==> src/rtl/riscv_pkg.sv <==
// Shared integer-pipeline constants and types for the register file writer side.
package riscv_pkg;

  localparam int XLEN       = 32;
  localparam int REG_ADDR_W = 5;
  localparam int NUM_REGS   = 32;
  localparam logic [REG_ADDR_W-1:0] REG_X0 = '0;

  // Origin of the value currently presented on the register file write port.
  typedef enum logic [1:0] {
    WB_NONE = 2'd0,
    WB_ALU  = 2'd1,
    WB_LOAD = 2'd2
  } wb_src_e;

endpackage

==> src/rtl/wb_load_queue.sv <==
// In-order load queue: allocated at issue, filled by returning data, drained at the head.
module wb_load_queue #(
  parameter int XLEN     = riscv_pkg::XLEN,
  parameter int LQ_DEPTH = 4,
  parameter int LQ_CW    = $clog2(LQ_DEPTH) + 1
) (
  input  logic                            clk,
  input  logic                            reset,
  input  logic                            alloc_i,
  input  logic [riscv_pkg::REG_ADDR_W-1:0] alloc_rd_i,
  input  logic                            fill_i,
  input  logic [XLEN-1:0]                 fill_data_i,
  input  logic                            drain_i,
  output logic [LQ_CW-1:0]                count_o,
  output logic                            head_filled_o,
  output logic [riscv_pkg::REG_ADDR_W-1:0] head_rd_o,
  output logic [XLEN-1:0]                 head_data_o,
  output logic                            fill_err_o
);
  import riscv_pkg::*;

  localparam int PW = $clog2(LQ_DEPTH);

  logic [PW-1:0]         alloc_ptr_q, alloc_ptr_d;
  logic [PW-1:0]         fill_ptr_q,  fill_ptr_d;
  logic [PW-1:0]         drain_ptr_q, drain_ptr_d;
  logic [LQ_CW-1:0]      count_q,     count_d;
  logic [LQ_CW-1:0]      pend_q,      pend_d;
  logic [REG_ADDR_W-1:0] ent_rd_q     [LQ_DEPTH];
  logic [REG_ADDR_W-1:0] ent_rd_d     [LQ_DEPTH];
  logic [XLEN-1:0]       ent_data_q   [LQ_DEPTH];
  logic [XLEN-1:0]       ent_data_d   [LQ_DEPTH];
  logic [LQ_DEPTH-1:0]   ent_filled_q, ent_filled_d;
  logic [LQ_DEPTH-1:0]   ent_valid_q,  ent_valid_d;
  logic                  fill_ok;

  // pend_q counts allocated-but-unfilled entries, so a full queue of
  // unfilled loads (fill_ptr == alloc_ptr) is still distinguishable from none.
  assign fill_ok       = fill_i && (pend_q != '0);
  assign fill_err_o    = fill_i && (pend_q == '0);
  assign count_o       = count_q;
  assign head_filled_o = ent_valid_q[drain_ptr_q] && ent_filled_q[drain_ptr_q];
  assign head_rd_o     = ent_rd_q[drain_ptr_q];
  assign head_data_o   = ent_data_q[drain_ptr_q];

  // Next-state for entries, pointers and counters; the three ports never hit the same slot.
  always_comb begin
    alloc_ptr_d  = alloc_ptr_q;
    fill_ptr_d   = fill_ptr_q;
    drain_ptr_d  = drain_ptr_q;
    ent_rd_d     = ent_rd_q;
    ent_data_d   = ent_data_q;
    ent_filled_d = ent_filled_q;
    ent_valid_d  = ent_valid_q;
    count_d      = count_q;
    pend_d       = pend_q;

    if (alloc_i) begin
      ent_rd_d[alloc_ptr_q]     = alloc_rd_i;
      ent_filled_d[alloc_ptr_q] = 1'b0;
      ent_valid_d[alloc_ptr_q]  = 1'b1;
      alloc_ptr_d               = alloc_ptr_q + PW'(1);
    end
    if (fill_ok) begin
      ent_data_d[fill_ptr_q]   = fill_data_i;
      ent_filled_d[fill_ptr_q] = 1'b1;
      fill_ptr_d               = fill_ptr_q + PW'(1);
    end
    if (drain_i) begin
      ent_filled_d[drain_ptr_q] = 1'b0;
      ent_valid_d[drain_ptr_q]  = 1'b0;
      drain_ptr_d               = drain_ptr_q + PW'(1);
    end

    case ({alloc_i, drain_i})
      2'b10:   count_d = count_q + LQ_CW'(1);
      2'b01:   count_d = count_q - LQ_CW'(1);
      default: count_d = count_q;
    endcase
    case ({alloc_i, fill_ok})
      2'b10:   pend_d = pend_q + LQ_CW'(1);
      2'b01:   pend_d = pend_q - LQ_CW'(1);
      default: pend_d = pend_q;
    endcase
  end

  // Queue state registers; reset discards any loads still in flight.
  always_ff @(posedge clk or posedge reset) begin
    if (reset) begin
      alloc_ptr_q  <= '0;
      fill_ptr_q   <= '0;
      drain_ptr_q  <= '0;
      count_q      <= '0;
      pend_q       <= '0;
      ent_filled_q <= '0;
      ent_valid_q  <= '0;
      for (int unsigned i = 0; i < LQ_DEPTH; i++) begin
        ent_rd_q[i]   <= '0;
        ent_data_q[i] <= '0;
      end
    end else begin
      alloc_ptr_q  <= alloc_ptr_d;
      fill_ptr_q   <= fill_ptr_d;
      drain_ptr_q  <= drain_ptr_d;
      count_q      <= count_d;
      pend_q       <= pend_d;
      ent_filled_q <= ent_filled_d;
      ent_valid_q  <= ent_valid_d;
      ent_rd_q     <= ent_rd_d;
      ent_data_q   <= ent_data_d;
    end
  end

endmodule

==> src/rtl/regfile_writeback_unit.sv <==
// Register file writer: ALU-priority arbitration against in-order load returns,
// registered write port, and per-register pending-load scoreboard.
module regfile_writeback_unit #(
  parameter int XLEN     = riscv_pkg::XLEN,
  parameter int LQ_DEPTH = 4,
  parameter int LQ_CW    = $clog2(LQ_DEPTH) + 1
) (
  input  logic                             clk,
  input  logic                             reset,
  input  logic                             alu_valid,
  input  logic [riscv_pkg::REG_ADDR_W-1:0] alu_rd,
  input  logic [XLEN-1:0]                  alu_data,
  input  logic                             ld_issue_valid,
  input  logic [riscv_pkg::REG_ADDR_W-1:0] ld_issue_rd,
  output logic                             ld_issue_ready,
  input  logic                             ld_rsp_valid,
  input  logic [XLEN-1:0]                  ld_rsp_data,
  output logic                             wr_en,
  output logic [riscv_pkg::REG_ADDR_W-1:0] wr_addr,
  output logic [XLEN-1:0]                  wr_data,
  output logic [riscv_pkg::NUM_REGS-1:0]   sb_busy,
  output logic [LQ_CW-1:0]                 lq_count,
  output logic                             protocol_err
);
  import riscv_pkg::*;

  logic                  wr_en_q,   wr_en_d;
  logic [REG_ADDR_W-1:0] wr_addr_q, wr_addr_d;
  logic [XLEN-1:0]       wr_data_q, wr_data_d;
  wb_src_e               wr_src_q,  wr_src_d;
  logic [NUM_REGS-1:0]   sb_busy_q, sb_busy_d;
  logic                  err_q,     err_d;

  logic                  issue_acc;
  logic                  drain;
  logic                  head_filled;
  logic [REG_ADDR_W-1:0] head_rd;
  logic [XLEN-1:0]       head_data;
  logic                  fill_err;

  // x0 is never marked busy, so it never blocks an issue.
  assign ld_issue_ready = (lq_count < LQ_CW'(LQ_DEPTH)) && !sb_busy_q[ld_issue_rd];
  assign issue_acc      = ld_issue_valid && ld_issue_ready;
  assign drain          = !alu_valid && head_filled;

  wb_load_queue #(
    .XLEN     (XLEN),
    .LQ_DEPTH (LQ_DEPTH),
    .LQ_CW    (LQ_CW)
  ) u_lq (
    .clk           (clk),
    .reset         (reset),
    .alloc_i       (issue_acc),
    .alloc_rd_i    (ld_issue_rd),
    .fill_i        (ld_rsp_valid),
    .fill_data_i   (ld_rsp_data),
    .drain_i       (drain),
    .count_o       (lq_count),
    .head_filled_o (head_filled),
    .head_rd_o     (head_rd),
    .head_data_o   (head_data),
    .fill_err_o    (fill_err)
  );

  // Write-port arbitration, scoreboard update and sticky error accumulation.
  always_comb begin
    wr_en_d   = 1'b0;
    wr_addr_d = wr_addr_q;
    wr_data_d = wr_data_q;
    wr_src_d  = WB_NONE;
    sb_busy_d = sb_busy_q;
    err_d     = err_q || fill_err || (alu_valid && sb_busy_q[alu_rd]);

    // The load written last cycle is now in the register file.
    if (wr_en_q && (wr_src_q == WB_LOAD)) begin
      sb_busy_d[wr_addr_q] = 1'b0;
    end

    if (alu_valid) begin
      wr_en_d   = (alu_rd != REG_X0);
      wr_addr_d = alu_rd;
      wr_data_d = alu_data;
      wr_src_d  = WB_ALU;
    end else if (drain) begin
      wr_en_d   = (head_rd != REG_X0);
      wr_addr_d = head_rd;
      wr_data_d = head_data;
      wr_src_d  = WB_LOAD;
    end

    if (issue_acc && (ld_issue_rd != REG_X0)) begin
      sb_busy_d[ld_issue_rd] = 1'b1;
    end
  end

  // Registered write port and scoreboard.
  always_ff @(posedge clk or posedge reset) begin
    if (reset) begin
      wr_en_q   <= 1'b0;
      wr_addr_q <= '0;
      wr_data_q <= '0;
      wr_src_q  <= WB_NONE;
      sb_busy_q <= '0;
      err_q     <= 1'b0;
    end else begin
      wr_en_q   <= wr_en_d;
      wr_addr_q <= wr_addr_d;
      wr_data_q <= wr_data_d;
      wr_src_q  <= wr_src_d;
      sb_busy_q <= sb_busy_d;
      err_q     <= err_d;
    end
  end

  assign wr_en        = wr_en_q;
  assign wr_addr      = wr_addr_q;
  assign wr_data      = wr_data_q;
  assign sb_busy      = sb_busy_q;
  assign protocol_err = err_q;

endmodule

==> config.mk <==
export PLATFORM = sky130hd
export DESIGN_NAME = regfile_writeback_unit
export DESIGN_NICKNAME = d
export VERILOG_FILES = /design/src/rtl/riscv_pkg.sv /design/src/rtl/wb_load_queue.sv /design/src/rtl/regfile_writeback_unit.sv
export SDC_FILE = /design/constraint.sdc
export NUM_CORES = 1
export LEC_CHECK = 0
export ABC_AREA = 1
export CORE_UTILIZATION = 55
export CTS_CLUSTER_DIAMETER = 50
export DETAILED_ROUTE_END_ITERATION = 8
export PLACE_DENSITY = 0.82
export SYNTH_ARGS = -nofsm -noshare
export SYNTH_HDL_FRONTEND = slang
export SYNTH_SLANG_ARGS = --single-unit
==> constraint.sdc <==
create_clock -name clk -period 9.08 [get_ports clk]
set_input_delay 0.908 -clock clk [delete_from_list [all_inputs] [get_ports clk]]
set_output_delay 0.908 -clock clk [all_outputs]
set_load 0.02 [all_outputs]
## Yosys cells after proc, flatten, opt, wreduce, memory -nomap -nowiden

Cells that the tools add are included.

- Register bits: 241
- Latch bits: 0
- Memory bits (writable): 0
- ROM bits: 0
- Bits of input ports: 79
- Output and inout port bits: 75
- Logic and storage cells: 138
- Memories: 0

- Add/sub/neg operators: 7
- Multiply operators: 0
- Div/mod/pow operators: 0
- Magnitude comparators: 17
- Equal/unequal tests: 5
- Shifts and indexed selects: 0
- Multiplexer cells: 47
- Bitwise operators: 13
- Reduce and logical (&&, ||, !) cells: 28

Operators with widths:

| kind | count |
|---|---|
| $mux W32 | 7 |
| $bwmux W128 | 1 |
| $bmux W32 S2 | 1 |
| $demux W32 S2 | 1 |
| $and A32 B32 Y32 | 1 |
| $not A32 Y32 | 1 |
| $or A32 B32 Y32 | 1 |
| $mux W5 | 5 |
| $bwmux W20 | 1 |
| $mux W4 | 5 |
| $lt A5 B6 Y1 const B | 3 |
| $logic_and A1 B1 Y1 | 16 |
| $reduce_bool A5 Y1 | 3 |
| $and A4 B4 Y4 | 3 |
| $pmux W3 S2 | 2 |
| $mux W1 | 11 |
| $bmux W1 S5 | 2 |
| $bmux W5 S2 | 1 |
| $demux W1 S5 | 2 |
| $demux W5 S2 | 1 |
| $ge A5 B1 Y1 const B | 2 |
| $ge A3 B3 Y1 const B | 3 |
| $lt A2 B3 Y1 const B | 3 |
| $not A2 Y3 | 3 |
| 18 further kinds | 38 |

## Logic depth before layout (Yosys ltp)

- Word-level depth: 11
- Depth in mapped cells: 16
- Mapped depth without buffers: 15

## Modules after synthesis

A second synthesis with hierarchy kept.

- Cell total of the unflattened synthesis: 1520
- Area, all modules: 11800.1 um^2

By module, submodules not included:

| module | times used | cells an instance | area each (um^2) | seq. area each (um^2) |
|---|---|---|---|---|
| wb_load_queue | 1 | 943 | 7815.0 | 4204.0 |
| regfile_writeback_unit | 1 | 577 | 3985.1 | 1826.8 |

## Worst setup path after synthesis

No wires, ideal clock.

- Path type: input to register
- Start point: in ld_issue_rd[3] (netlist name)
- End point: reg u_lq.pend_q[2]
- Setup time: 0.131 ns
- Arrival: 2.735 ns
- Data required time: 8.949 ns
- Path slack: 6.214 ns
- Stages: 12
- Path buffers: 0
- Cells stage by stage: inv_1 -> nor3_1 -> nand2_1 -> nand2_1 -> nor2_1 -> nand4_1 -> ha_1 -> inv_1 -> fa_1 -> a21oi_1 -> o21ai_0 -> xor2_1

- Cells in the longest elaborated chain, start to end: 7
- Elaborated cells between the ends (all ways): 9
- Classes of those cells: 2 x eq/ne; 3 x mux; 4 x reduce/logical

Ends and longest elaborated chain:

| what | line | RTL |
|---|---|---|
| start, declared | regfile_writeback_unit.sv:14 | `input logic [riscv_pkg::REG_ADDR_W-1:0] ld_issue_rd,` |
| $bmux W1 S5 (*) | regfile_writeback_unit.sv:42 | `assign ld_issue_ready = (lq_count < LQ_CW'(LQ_DEPTH)) && !sb_busy_q[ld_issue_rd];` |
| $mux W1 (not written as such) (*) | regfile_writeback_unit.sv:42 |  |
| $logic_not A1 Y1 (*) | regfile_writeback_unit.sv:42 |  |
| $logic_and A1 B1 Y1 (*) | regfile_writeback_unit.sv:42 |  |
| $logic_and A1 B1 Y1 (*) | regfile_writeback_unit.sv:43 | `assign issue_acc = ld_issue_valid && ld_issue_ready;` |
| $eq A2 B1 Y1 / $eq A2 B2 Y1 (equally long branches) | wb_load_queue.sv:80 | `case ({alloc_i, fill_ok})` |
| $pmux W3 S2 / $reduce_bool A2 Y1 (equally long branches) | - |  |
| end signal, assigned | wb_load_queue.sv:106 | `pend_q <= pend_d;` |
| end, declared | wb_load_queue.sv:28 | `logic [LQ_CW-1:0] pend_q, pend_d;` |

Mark *: on every way between the ends. The rest lies on a longest branch, timed or not. The select of a mux whose other input is x is not followed.
A chain may end at the register's enable or synchronous reset.

## Worst setup path after layout

- Start point: in ld_issue_rd[0] (netlist name)
- End point: out ld_issue_ready

- Cells in the longest elaborated chain, start to end: 4

Ends and longest elaborated chain:

| what | line | RTL |
|---|---|---|
| $bmux W1 S5 | regfile_writeback_unit.sv:42 |  |
| $mux W1 (not written as such) | regfile_writeback_unit.sv:42 |  |
| $logic_not A1 Y1 | regfile_writeback_unit.sv:42 |  |
| $logic_and A1 B1 Y1 | regfile_writeback_unit.sv:42 |  |
| end, declared | regfile_writeback_unit.sv:15 | `output logic ld_issue_ready,` |

No other way between the ends. The select of a mux whose other input is x is not followed.

==> results.cfg <==
[clock_tree]
cts.clk_slew.worst_paths_ps = 60
cts_buffer_depth = 3
cts_setup_buffers = 0
ctsResizeCount = 0
cts.sinks = 241
clockRootBuffer = clkbuf_16
cts.htree.levels = 1
cts_made_buffers = 27
cts_tree = built
clk_latency_ps = 550
postCtsHoldBufs = 0

[setup_path]
crit_path_end_kind = output port
reg2reg_slack_ps = 5580
crit_required_ps = 8170
worstPathArrival_ps = 3630
critPathKind = in -> out
startpoint_type = input port
crit_fanout = 23

[cells_and_area]
design_area_mm2 = 0.01378
fin_util_pct = 69.66
antenna_cells = 0
fin_nets = 1588
drive_gt1_share_pct = 4.230
area_delta_synth_final_pct = 22.41

[routing]
drt-total-wl_um = 30660
first_pass_iters = 7
drc = 0
vias = 10214
drt_iter0_markers = 941
via_per_inst = 5.745
routedWlPerCell_um = 17.24
antenna_left = 0

[pwr]
p_per_area_mw_per_mm2 = 358.1
p_leak_uw = 0.006267
max-vdd-ir-drop_mv = 0.2381

[global_routing]
antenna_found_initial = 0
grt_max_degree = 113
grt_remaining_overflow = 0
grt_pass1_vias = 9763
grt_pass1_wl_um = 50260
grt.total_usage_pct = 29.33

[timing]
hold_viol_final = 0
skew_ps = 18.12
max_freq_mhz = 220.5
finalSetupTns_ps = 0
finalSetupViolations = 0
fin_crit_sh_pct = 49.94
drv_slew = 0
tightest_slew_ps = 1211
layout_min_cycle_time_ps = 4534
rsz0062_at_grt = no
slew_headroom_pct = 18.97

[yosys]
ys_seq_area_share_pct = 53.57
ys.flop_type = dfrtp_1
ys_top_cells_by_count = nand2_1 (382), o21ai_0 (284), dfrtp_1 (241)
synth_top_area_share_pct = 53.57
synth_top_area_cell = dfrtp_1
synth_edf_count = 0
synth_area_mm2 = 0.01126
async_reset_ff_share_pct = 100.0
netlist_top_cells_area = dfrtp_1 (54%), nand2_1 (13%), o21ai_0 (13%)
yosys_warnings = 0
ys_types = 30
synth_cells = 1388
syn_avg_cell_area_um2 = 8.110
synth.most_common_cell = nand2_1
ys_ff_latch = 241
synthesis.nets = 1483

[floorplanning]
core_mm2 = 0.01978
rows = 51
dieArea_mm2 = 0.02104
initial_core_util_pct = 56.91
io-pin-count = 154
die_w_um = 145.1
dieHeight_um = 145.1

[placement]
port_buffers = 153
gp_congestion = 0.9291
dp_hpwl_um = 18530
dpl_cell_area_mm2 = 0.01286

[run]
cap_viol_max_count = 0

[outcome]
status = complete, no violations

[worst_hold_path]
hp-class = reg -> reg
-- area by class of cell --
cell class	instances	area [um^2]
inverters	85	326.6
repair buffers	161	1587
clock buffers	39	770.7
well taps	265	331.6
flip-flops and latches	241	6032
fillers	1587	6002
clock inverters	10	151.4
multi-input cells	977	4581
-- flip-flops by register name, indices dropped and copies added, names as in the netlist --
name / cells
protocol_err: 1
sb_busy: 32
u_lq.alloc_ptr_q: 2
u_lq.count_o: 3
u_lq.drain_ptr_q: 2
u_lq.ent_data_q: 128
u_lq.ent_filled_q: 4
u_lq.ent_rd_q: 20
u_lq.ent_valid_q: 4
u_lq.fill_ptr_q: 2
u_lq.pend_q: 3
wr_addr: 5
wr_data: 32
wr_en: 1
wr_src_q: 2
-- stage by stage --
stage	hold WS, ps	setup slack [ps]	cells	total power (uW)
after global routing	491.8	4376	1778	5269
after detailed placement	463.4	4403	1729	3781
after floorplan	446.5	1556	1388	3091
after global placement	461.3	4606	1729	3701
after CTS	475.5	4636	1778	4933
final	478.7	4546	1778	4934
-- placed cells by master, fill, tap and decap left out, types with 3 or more instances in the layout --
| cell type | n |
|---|---|
| a21boi_0 | 4 |
| a21oi_1 | 7 |
| a31oi_1 | 32 |
| buf_4 | 8 |
| bufinv_16 | 3 |
| clkbuf_1 | 7 |
| clkbuf_16 | 27 |
| clkbuf_8 | 5 |
| clkdlybuf4s50_1 | 152 |
| clkinv_2 | 3 |
| dfrtp_1 | 240 |
| ha_1 | 14 |
| inv_1 | 81 |
| inv_2 | 3 |
| inv_6 | 3 |
| nand2_1 | 377 |
| nand2_2 | 5 |
| nand3_1 | 38 |
| nor2_1 | 127 |
| nor3_1 | 8 |
| o211ai_1 | 4 |
| o21ai_0 | 284 |
| o21ai_1 | 18 |
| o221ai_1 | 5 |
| o22ai_1 | 35 |
| xor2_1 | 5 |
-- final timing paths --
kind | startpoint | endpoint | cells past startpoint
worst max-delay path | ld_issue_rd[0] | ld_issue_ready | 12
worst min-delay path | u_lq.pend_q[0] | u_lq.pend_q[0] | 1
worst max register to register | u_lq.drain_ptr_q[1] | u_lq.count_o[2] | 11
worst min register to register | u_lq.pend_q[0] | u_lq.pend_q[0] | 1
max in group asynchronous | reset | u_lq.drain_ptr_q[0] | 3
min in group asynchronous | reset | u_lq.ent_data_q[23] | 2
-- worst max-delay path: stages --
cell	delay, ps
clkdlybuf4s50_1	1010
inv_2	330
nand2_1	140
nand2_1	60
nand2_1	60
nand2_1	70
nand2_1	60
nand2_1	50
nor2_1	130
nand3_1	120
inv_1	80
clkdlybuf4s50_1	600
-- metal layers --
layer  part of all wire, %  vias to the layer above  GRT usage, %
met5                     0                        -             0
met4                   2.7                        0         9.737
met3                   6.8                       71         3.742
met2                    49                      459         49.62
met1                    42                     4881         39.19
li1                      -                     4803             -
-- kinds of logic (layout without fill, tap and decap cells) --
group                    count (synthesis)  in the layout  synth area share [%]
AND/OR/NAND/NOR                        557            557                 19.13
AO/OA/AOI/OAI                          397            397                 19.00
flip-flops                             241            241                 53.57
buffers and inverters                  170            295                 5.846
adder cells (fa/ha/maj)                 16             16                 1.912
XOR/XNOR                                 7              7                0.5446
-- report_power, final --
part	switching [uW]	internal, uW
clock	442	679
combinational	1200	748
sequential	302	1560
total	1950	2990
Power figures use the tool's default switching activity.
